$ cat src/rtl/capture_channel.sv
// capture_channel: input-capture path for one advanced-timer channel.
// Pin synchronizer, digital glitch filter, polarity edge select, edge
// prescaler, and a capture register with sticky capture/overcapture flags.
module capture_channel #(
   parameter int CNT_WIDTH = 16
) (
   input  logic                 pe_gen_clk,
   input  logic                 pe_gen_rstn,
   input  logic                 channel_in,
   input  logic                 r_cce,
   input  logic                 r_ccp,
   input  logic                 r_ccnp,
   input  logic [3:0]           r_icf,
   input  logic [1:0]           r_icpsc,
   input  logic [CNT_WIDTH-1:0] cnt_value,
   input  logic                 capture_clr,
   input  logic                 ovc_clr,
   output logic                 ti_filtered,
   output logic                 ti_edge,
   output logic [CNT_WIDTH-1:0] capture_value,
   output logic                 capture_pulse,
   output logic                 capture_flag,
   output logic                 overcapture_flag
);

   logic       sync_meta;
   logic       s;
   logic [3:0] fcnt;
   logic       ti_filtered_d;
   logic       rise;
   logic       fall;
   logic       q;
   logic [2:0] pcnt;
   logic [2:0] div_m1;
   logic [1:0] psc_q;
   logic       psc_restart;
   logic       fire;

   // Two-flop synchronizer for the asynchronous channel pin.
   always_ff @(posedge pe_gen_clk or negedge pe_gen_rstn) begin
      if (!pe_gen_rstn) begin
         sync_meta <= 1'b0;
         s         <= 1'b0;
      end else begin
         sync_meta <= channel_in;
         s         <= sync_meta;
      end
   end

   // Glitch filter: the synchronized level must differ from the filtered
   // level for r_icf+1 consecutive samples before it is accepted. The >=
   // compare keeps the filter from running long if r_icf shrinks mid-count.
   always_ff @(posedge pe_gen_clk or negedge pe_gen_rstn) begin
      if (!pe_gen_rstn) begin
         fcnt        <= 4'd0;
         ti_filtered <= 1'b0;
      end else if (s == ti_filtered) begin
         fcnt <= 4'd0;
      end else if (fcnt >= r_icf) begin
         ti_filtered <= s;
         fcnt        <= 4'd0;
      end else begin
         fcnt <= fcnt + 4'd1;
      end
   end

   // Edge detection on the filtered level; ti_edge is unqualified by polarity.
   always_ff @(posedge pe_gen_clk or negedge pe_gen_rstn) begin
      if (!pe_gen_rstn) begin
         ti_filtered_d <= 1'b0;
         ti_edge       <= 1'b0;
      end else begin
         ti_filtered_d <= ti_filtered;
         ti_edge       <= rise | fall;
      end
   end

   // Polarity selection, prescaler terminal count and capture decision.
   always_comb begin
      rise = ti_filtered & ~ti_filtered_d;
      fall = ~ti_filtered & ti_filtered_d;
      case ({r_ccnp, r_ccp})
         2'b01:   q = fall;
         2'b11:   q = rise | fall;
         default: q = rise;          // 00 and the reserved 10 both mean rising
      endcase
      case (r_icpsc)
         2'd0:    div_m1 = 3'd0;
         2'd1:    div_m1 = 3'd1;
         2'd2:    div_m1 = 3'd3;
         default: div_m1 = 3'd7;
      endcase
      // A disabled channel or a freshly changed ratio restarts the count;
      // an edge in such a cycle is discarded rather than counted.
      psc_restart = ~r_cce | (r_icpsc != psc_q);
      fire        = q & ~psc_restart & (pcnt == div_m1);
   end

   // Prescaler counter and registered copy of the ratio for change detection.
   always_ff @(posedge pe_gen_clk or negedge pe_gen_rstn) begin
      if (!pe_gen_rstn) begin
         pcnt  <= 3'd0;
         psc_q <= 2'd0;
      end else begin
         psc_q <= r_icpsc;
         if (psc_restart) begin
            pcnt <= 3'd0;
         end else if (q) begin
            pcnt <= fire ? 3'd0 : pcnt + 3'd1;
         end
      end
   end

   // Capture register and pulse; the counter is copied raw, wrap is software's job.
   always_ff @(posedge pe_gen_clk or negedge pe_gen_rstn) begin
      if (!pe_gen_rstn) begin
         capture_value <= '0;
         capture_pulse <= 1'b0;
      end else begin
         capture_pulse <= fire;
         if (fire) begin
            capture_value <= cnt_value;
         end
      end
   end

   // Sticky flags: a capture wins over a same-cycle clear of either flag.
   always_ff @(posedge pe_gen_clk or negedge pe_gen_rstn) begin
      if (!pe_gen_rstn) begin
         capture_flag     <= 1'b0;
         overcapture_flag <= 1'b0;
      end else begin
         if (fire) begin
            capture_flag <= 1'b1;
         end else if (capture_clr) begin
            capture_flag <= 1'b0;
         end
         if (fire && capture_flag && !capture_clr) begin
            overcapture_flag <= 1'b1;
         end else if (ovc_clr) begin
            overcapture_flag <= 1'b0;
         end
      end
   end

endmodule
$ cat config.mk
export PLATFORM = sky130hd
export DESIGN_NAME = capture_channel
export DESIGN_NICKNAME = d
export VERILOG_FILES = /design/src/rtl/capture_channel.sv
export SDC_FILE = /design/constraint.sdc
export NUM_CORES = 1
export LEC_CHECK = 0
export CORE_MARGIN = 5
export CORE_UTILIZATION = 35
export DETAILED_ROUTE_END_ITERATION = 7
export PLACE_DENSITY = 0.62
export SYNTH_ARGS = -nofsm -noshare
export SYNTH_HDL_FRONTEND = slang
export SYNTH_SLANG_ARGS = --single-unit
$ cat constraint.sdc
create_clock -name pe_gen_clk -period 2.99 [get_ports pe_gen_clk]
set_clock_uncertainty 0.2 [all_clocks]
set_input_delay 0.4485 -clock pe_gen_clk [delete_from_list [all_inputs] [get_ports pe_gen_clk]]
set_output_delay 0.4485 -clock pe_gen_clk [all_outputs]
set_load 0.05 [all_outputs]
==> metrics.txt, run 1 <==
vias in the first global route=1122; post-synthesis compound-gate area fraction=under 10%; dominant synthesized flop cell=dfrtp_1; Synth cell types=28; Die H=75.1 um; Flop pwr share=34.1%; Synth warnings=0; largest family of logic cells by synthesized area=multiplexers; max incr delay on CP=470 ps; Die Wd=about 75 um; crit start category=input port; total track usage=12.2%; I/O pin count=51; Iteration-0 DRC Markers=32; Post-Synth Adder-Cell Area=6.75%; crit path DAT=2510 ps; Slowest cell on crit path=clkdlybuf4s50_1; clk_lat worst skew=around 280 ps; total vias in the final route=1019; status=complete, no violations; n_diodes=0; fraction of layout cells with a size suffix above 1=18.6%; Synth Register Bits=33; setup TNS=0 ps; clk buf depth=2; P&R area growth vs syn=43.7%; GRT Residual Overflow=0; Net count, final=around 210; post-layout util=a little over half; syn_nets=152; unrepaired setup endpoints after global routing=false; worst path required time=2950 ps; fillcell total=around 350; Slew HR=65.3%; leakage=~1.0 nW; worst hold-check path type=flip-flop to flip-flop; largest net degree at the start of global routing=34; switching share of power=about two fifths; mapped cell area=between 1000 and 1500 um^2; post-DP HPWL=2200 um; Worst Max-Slew Pin Slew=519 ps; maximum clock rate=approximately 400 MHz; worst path buffer plus inverter count=2; antenna violations before repair=0; Comb pwr share=47.1%; core area=4060 um^2; CTS resizes=0; drc violations=0; Mean Syn Cell Area=roughly 13 um^2; Int Power=1.16 mW; cell area power density=911 nW/um^2; placed insts=approximately 210; PortBufs=50; EDFF count, synth=0; Top Family by Delay on Critical Path=simple AND/OR/NAND/NOR gates; Final min period=2550 ps; setup bufs post-CTS=0; # hold bufs at CTS=0; Post-synth top cells=dfrtp_1 (33), inv_1 (13), mux2_2 (10), ha_1 (8), mux2_4 (7); most common cell in the netlist=dfrtp_1; register area share after synthesis=55.6%; Max VDD drop=0.505 mV; Antenna Violating Nets Remaining=0; first-pass GRT wire length=roughly 5100 um; Setup crit end kind=flip-flop; drt total wl=approximately 2900 um; Final Wtd Congestion=0.780; top cells by area, synth=dfrtp_1 (56%), mux2_2 (7.6%), mux2_4 (7.1%), ha_1 (6.7%), inv_1 (3.3%); crit-path cells=clkdlybuf4s50_1 -> or3_4 -> o22ai_2 -> a21oi_2 -> or3_1 -> buf_4 -> mux2_4; TritonCTS buffer count=5; Tcrit/Tclk final=85.3%; Final Hold Fails=0; simple-gate area share of the yosys netlist=8.52%; Root Buffer=clkbuf_8; portion of total power attributed to the clock network=18.7%; FF/Latch Area=826 um^2; DIE AREA=roughly 5600 um^2; router iterations before antenna repair=4; top cell type's share of synthesized area=55.6%; Max Cap Viol=0; Slew Limit Fails=0; num rows=23; WL per Instance=between 10 and 15 um; multi-input gate area in the final layout=578 um^2; H-tree depth=2; Cell Count, Final, Fillers Out=approximately 220; Initial Util=36.6%; Crit Path Max Fanout=19; CTS tree=built; # setup viols final=0; routed vias/inst=4.59; P_sw=around 0.8 mW; ys async rst share=100%; cell taking the most area after synthesis=dfrtp_1; xor and xnor area share after synthesis=3.54%; Setup CP Type=input port to flip-flop; Syn Inst Count=114; clk sinks=33; clk slew on worst S/H paths=around 60 ps; mux cell area share after synthesis=14.7%
==> worst paths after layout <==
check | startpoint | end | slack (ps) | cells after the start
max in group asynchronous | pe_gen_rstn | sync_meta | 1920 | 2
min | sync_meta | s | 150 | 0
min in group asynchronous | pe_gen_rstn | capture_value[11] | 360 | 2
min reg2reg | sync_meta | s | 150 | 0
max reg2reg | ti_filtered | capture_value[12] | 570 | 7
max | r_icpsc[1] | capture_value[12] | 440 | 7
==> area by class of cell <==
cell class	count	share of cell area (%)
Timing Repair Buffer	52	24.2
Multi-Input combinational cell	66	27.1
Sequential cell	33	38.7
Tap cell	50	2.93
Clock buffer	7	4.52
Inverter	13	2.29
Clock inverter	1	0.235
==> state kept, by name (all words and copies together) (netlist names) <==
name              cells
s                     1
ti_filtered_d         1
capture_pulse         1
capture_value        16
sync_meta             1
ti_edge               1
psc_q                 2
fcnt                  4
pcnt                  3
overcapture_flag      1
capture_flag          1
ti_filtered           1
==> stage by stage <==
step	power (mW)	setup WS, ps	hold slack, ps	cell area [um^2]
after floorplan	1.27	309	-47.1	1480
after global placement	1.58	188	137	2030
after detailed placement	1.60	144	136	2030
after CTS	1.97	442	151	2130
after global routing	2.07	388	164	2130
final	1.94	440	147	2130
==> routing by layer <==
metal  share of wire [%]  track usage [%]  wire (um)  vias up
li1                    -                -          -      489
met1                  43             15.0       1240      483
met2                  44             17.1       1280       42
met3                  11             6.81        330        5
met4                 1.5             6.52         42        0
met5                   0                0          0        -
==> cells by family after synthesis <==
family / Yosys count
AO/OA/AOI/OAI: 12
XOR/XNOR: 6
adder cells (fa/ha/maj): 8
buffers and inverters: 15
flip-flops: 33
multiplexers: 17
AND/OR/NAND/NOR: 23
==> power groups by stage <==
stage | Clock [mW] | Combinational (mW) | Sequential (mW)
after CTS | 0.375 | 0.929 | 0.666
after detailed placement | 0 | 0.928 | 0.668
final | 0.364 | 0.916 | 0.663
after floorplan | 0 | 0.235 | 1.04
after global placement | 0 | 0.913 | 0.666
after global routing | 0.403 | 0.985 | 0.683
==> placed cells by master (no fill, tap or decap), drive strengths merged <==
| cell | count |
|---|---|
| nand3b | 1 |
| nor2b | 1 |
| dfrtp | 33 |
| mux2 | 17 |
| clkbuf | 7 |
| nand2b | 4 |
| nand2 | 4 |
| xor2 | 3 |
| clkinv | 1 |
| clkdlybuf4s50 | 50 |
| a21o | 1 |
| nor3 | 2 |
| ha | 8 |
| o22ai | 2 |
| nor3b | 1 |
| buf | 2 |
| o211ai | 1 |
| xnor2 | 3 |
| o21ai | 2 |
| nor2 | 6 |
| a21oi | 5 |
| a31o | 1 |
| nand3 | 2 |
| or3 | 2 |
| inv | 13 |
==> worst reg2reg max path, delay by kind of cell (launching register included) <==
family	cells	cell delay, ps
AOI/OAI and AO/OA	1	280
DFF	1	450
muxes	1	320
buffers and inverters	2	300
adders and majority gates	1	300
and+or+nand+nor	2	470
No activity file was read; power rests on OpenSTA's default activity.
==> run 2, diff against run 1 <==
--- a/config.mk
+++ b/config.mk
@@ -7,6 +7,7 @@
 export LEC_CHECK = 0
 export CORE_MARGIN = 5
 export CORE_UTILIZATION = 35
+export CTS_CLUSTER_SIZE = 10
 export DETAILED_ROUTE_END_ITERATION = 7
 export PLACE_DENSITY = 0.62
 export SYNTH_ARGS = -nofsm -noshare
==> results of run 2 <==
The final DEF is identical to that of run 1; final timing and power are the same.
==> run 3, diff against run 2 <==
--- a/config.mk
+++ b/config.mk
@@ -5,8 +5,8 @@
 export SDC_FILE = /design/constraint.sdc
 export NUM_CORES = 1
 export LEC_CHECK = 0
-export CORE_MARGIN = 5
 export CORE_UTILIZATION = 35
+export CTS_BUF_LIST = sky130_fd_sc_hd__clkbuf_8 sky130_fd_sc_hd__clkbuf_16
 export CTS_CLUSTER_SIZE = 10
 export DETAILED_ROUTE_END_ITERATION = 7
 export PLACE_DENSITY = 0.62
==> run 3 against run 2 <==
  * First-iteration DRC count decreased by 25%
  * Register-to-register slack worse by 20 ps
  * Highest routed layer unchanged
  * Largest cell class unchanged
  * Setup slack got worse by 26 ps
==> metrics.txt, run 3 (synthesized netlist as in run 1, its figures left out) <==
final worst setup slack=414 ps; Tcrit/Tclk final=86.2%; most frequent cells in the layout=clkdlybuf4s50_1 (50), dfrtp_1 (33), inv_1 (13), mux2_2 (10), ha_1 (8); # hold bufs at CTS=0; Net count, final=209; Crit Path Max Fanout=19; most common cell after layout, fill and taps aside=clkdlybuf4s50_1; clk sinks=33; maximum clock rate=388 MHz; DIE AREA=4500 um^2; leakage=1.01 nW; setup bufs post-CTS=0; PortBufs=50; Iteration-0 DRC Markers=24; TritonCTS buffer count=5; Die H=67.1 um; Final Wtd Congestion=0.767; # setup viols final=0; status=complete, no violations; vias in the first global route=1094; Slew Limit Fails=0; Setup CP Type=input port to flip-flop; Top reg by flops=capture_value; crit path DAT=~2500 ps; clk_lat worst skew=270 ps; worst hold-check path type=flip-flop to flip-flop; Top Registers=capture_value (16), fcnt (4), pcnt (3); CTS resizes=0; Initial Util=36.8%; GRT Residual Overflow=0; Slew HR=65.5%; Antenna Violating Nets Remaining=0; Max VDD drop=0.480 mV; P&R area growth vs syn=43.7%; Worst Max-Slew Pin Slew=515 ps; router iterations before antenna repair=4; cell area power density=approximately 910 nW/um^2; setup TNS=0 ps; I/O pin count=51; post-DP HPWL=2130 um; dpl ws=between 100 and 150 ps; n_diodes=0; WL per Instance=between 10 and 15 um; clk slew on worst S/H paths=around 60 ps; CTS tree=built; Final Hold Fails=0; routed vias/inst=4.63; Largest register FFs=16; antenna violations before repair=0; Final min period=approximately 2600 ps; first-pass GRT wire length=4730 um; Setup crit end kind=flip-flop; num rows=23; Root Buffer=clkbuf_8; Max Cap Viol=0; H-tree depth=2; core area=between 4000 and 5000 um^2; largest net degree at the start of global routing=34; fraction of layout cells with a size suffix above 1=around a fifth; Die Wd=approximately 67 um; clk buf depth=2; unrepaired setup endpoints after global routing=false; drt total wl=approximately 2800 um; total track usage=14.4%; drc violations=0; crit start category=input port; worst path required time=2950 ps; total vias in the final route=1027
==> run 3: cell counts in the layout (fill, tap and decap cells not counted) <==
Identical to the previous run, type by type.
==> run 3: path summary, 6_finish.rpt <==
| kind | from | end | slack (ps) | cells after the start |
|---|---|---|---|---|
| setup / recovery | r_icpsc[1] | capture_value[14] | 410 | 7 |
| hold / removal | sync_meta | s | 150 | 0 |
| setup reg to reg | ti_filtered | capture_value[14] | 550 | 7 |
| hold reg to reg | sync_meta | s | 150 | 0 |
| max in group asynchronous | pe_gen_rstn | sync_meta | 1910 | 2 |
| min in group asynchronous | pe_gen_rstn | capture_value[7] | 370 | 2 |
==> run 3: through the flow <==
step                      hold WS, ps  instance area (um^2)  power, mW  std cells  utilization (%)
after floorplan                 -47.1                  1480       1.27        114                -
final                             152                  2130       1.94        222             52.9
after global routing              183                  2130       2.06        222             52.9
after CTS                         157                  2130       1.97        222             52.9
after detailed placement          140                  2030       1.60        214             50.4
after global placement            134                  2030       1.57        214             50.4
==> run 3: power breakdown <==
group / leakage (nW) / switching, mW / internal, mW
Clock: 0.0542 / 0.149 / 0.208
Sequential: 0.427 / 0.0888 / 0.578
Combinational: 0.531 / 0.548 / 0.371
Total: 1.01 / 0.786 / 1.16
==> run 3: critical path, cell delays in order <==
cell,delay [ps]
clkdlybuf4s50_1,470
or3_4,430
nor3_2,180
a21oi_2,60
or3_1,380
buf_4,230
mux2_4,320
==> run 3: area by class of cell <==
type	count	area [um^2]
fillers	361	1900
flip-flops and latches	33	826
multi-input cells	66	578
repair buffers	52	515
clock buffers	7	96.3
well taps	50	62.6
inverters	13	48.8
clock inverters	1	5.00
==> run 3: layer usage <==
| layer | wire (um) | track usage [%] | part of all wire [%] | vias to the layer above |
|---|---|---|---|---|
| li1 | - | - | - | 493 |
| met1 | 1140 | 16.0 | 40 | 490 |
| met2 | 1410 | 24.3 | 49 | 39 |
| met3 | 262 | 6.16 | 9.2 | 5 |
| met4 | 34 | 5.59 | 1.2 | 0 |
| met5 | 0 | 0 | 0 | - |
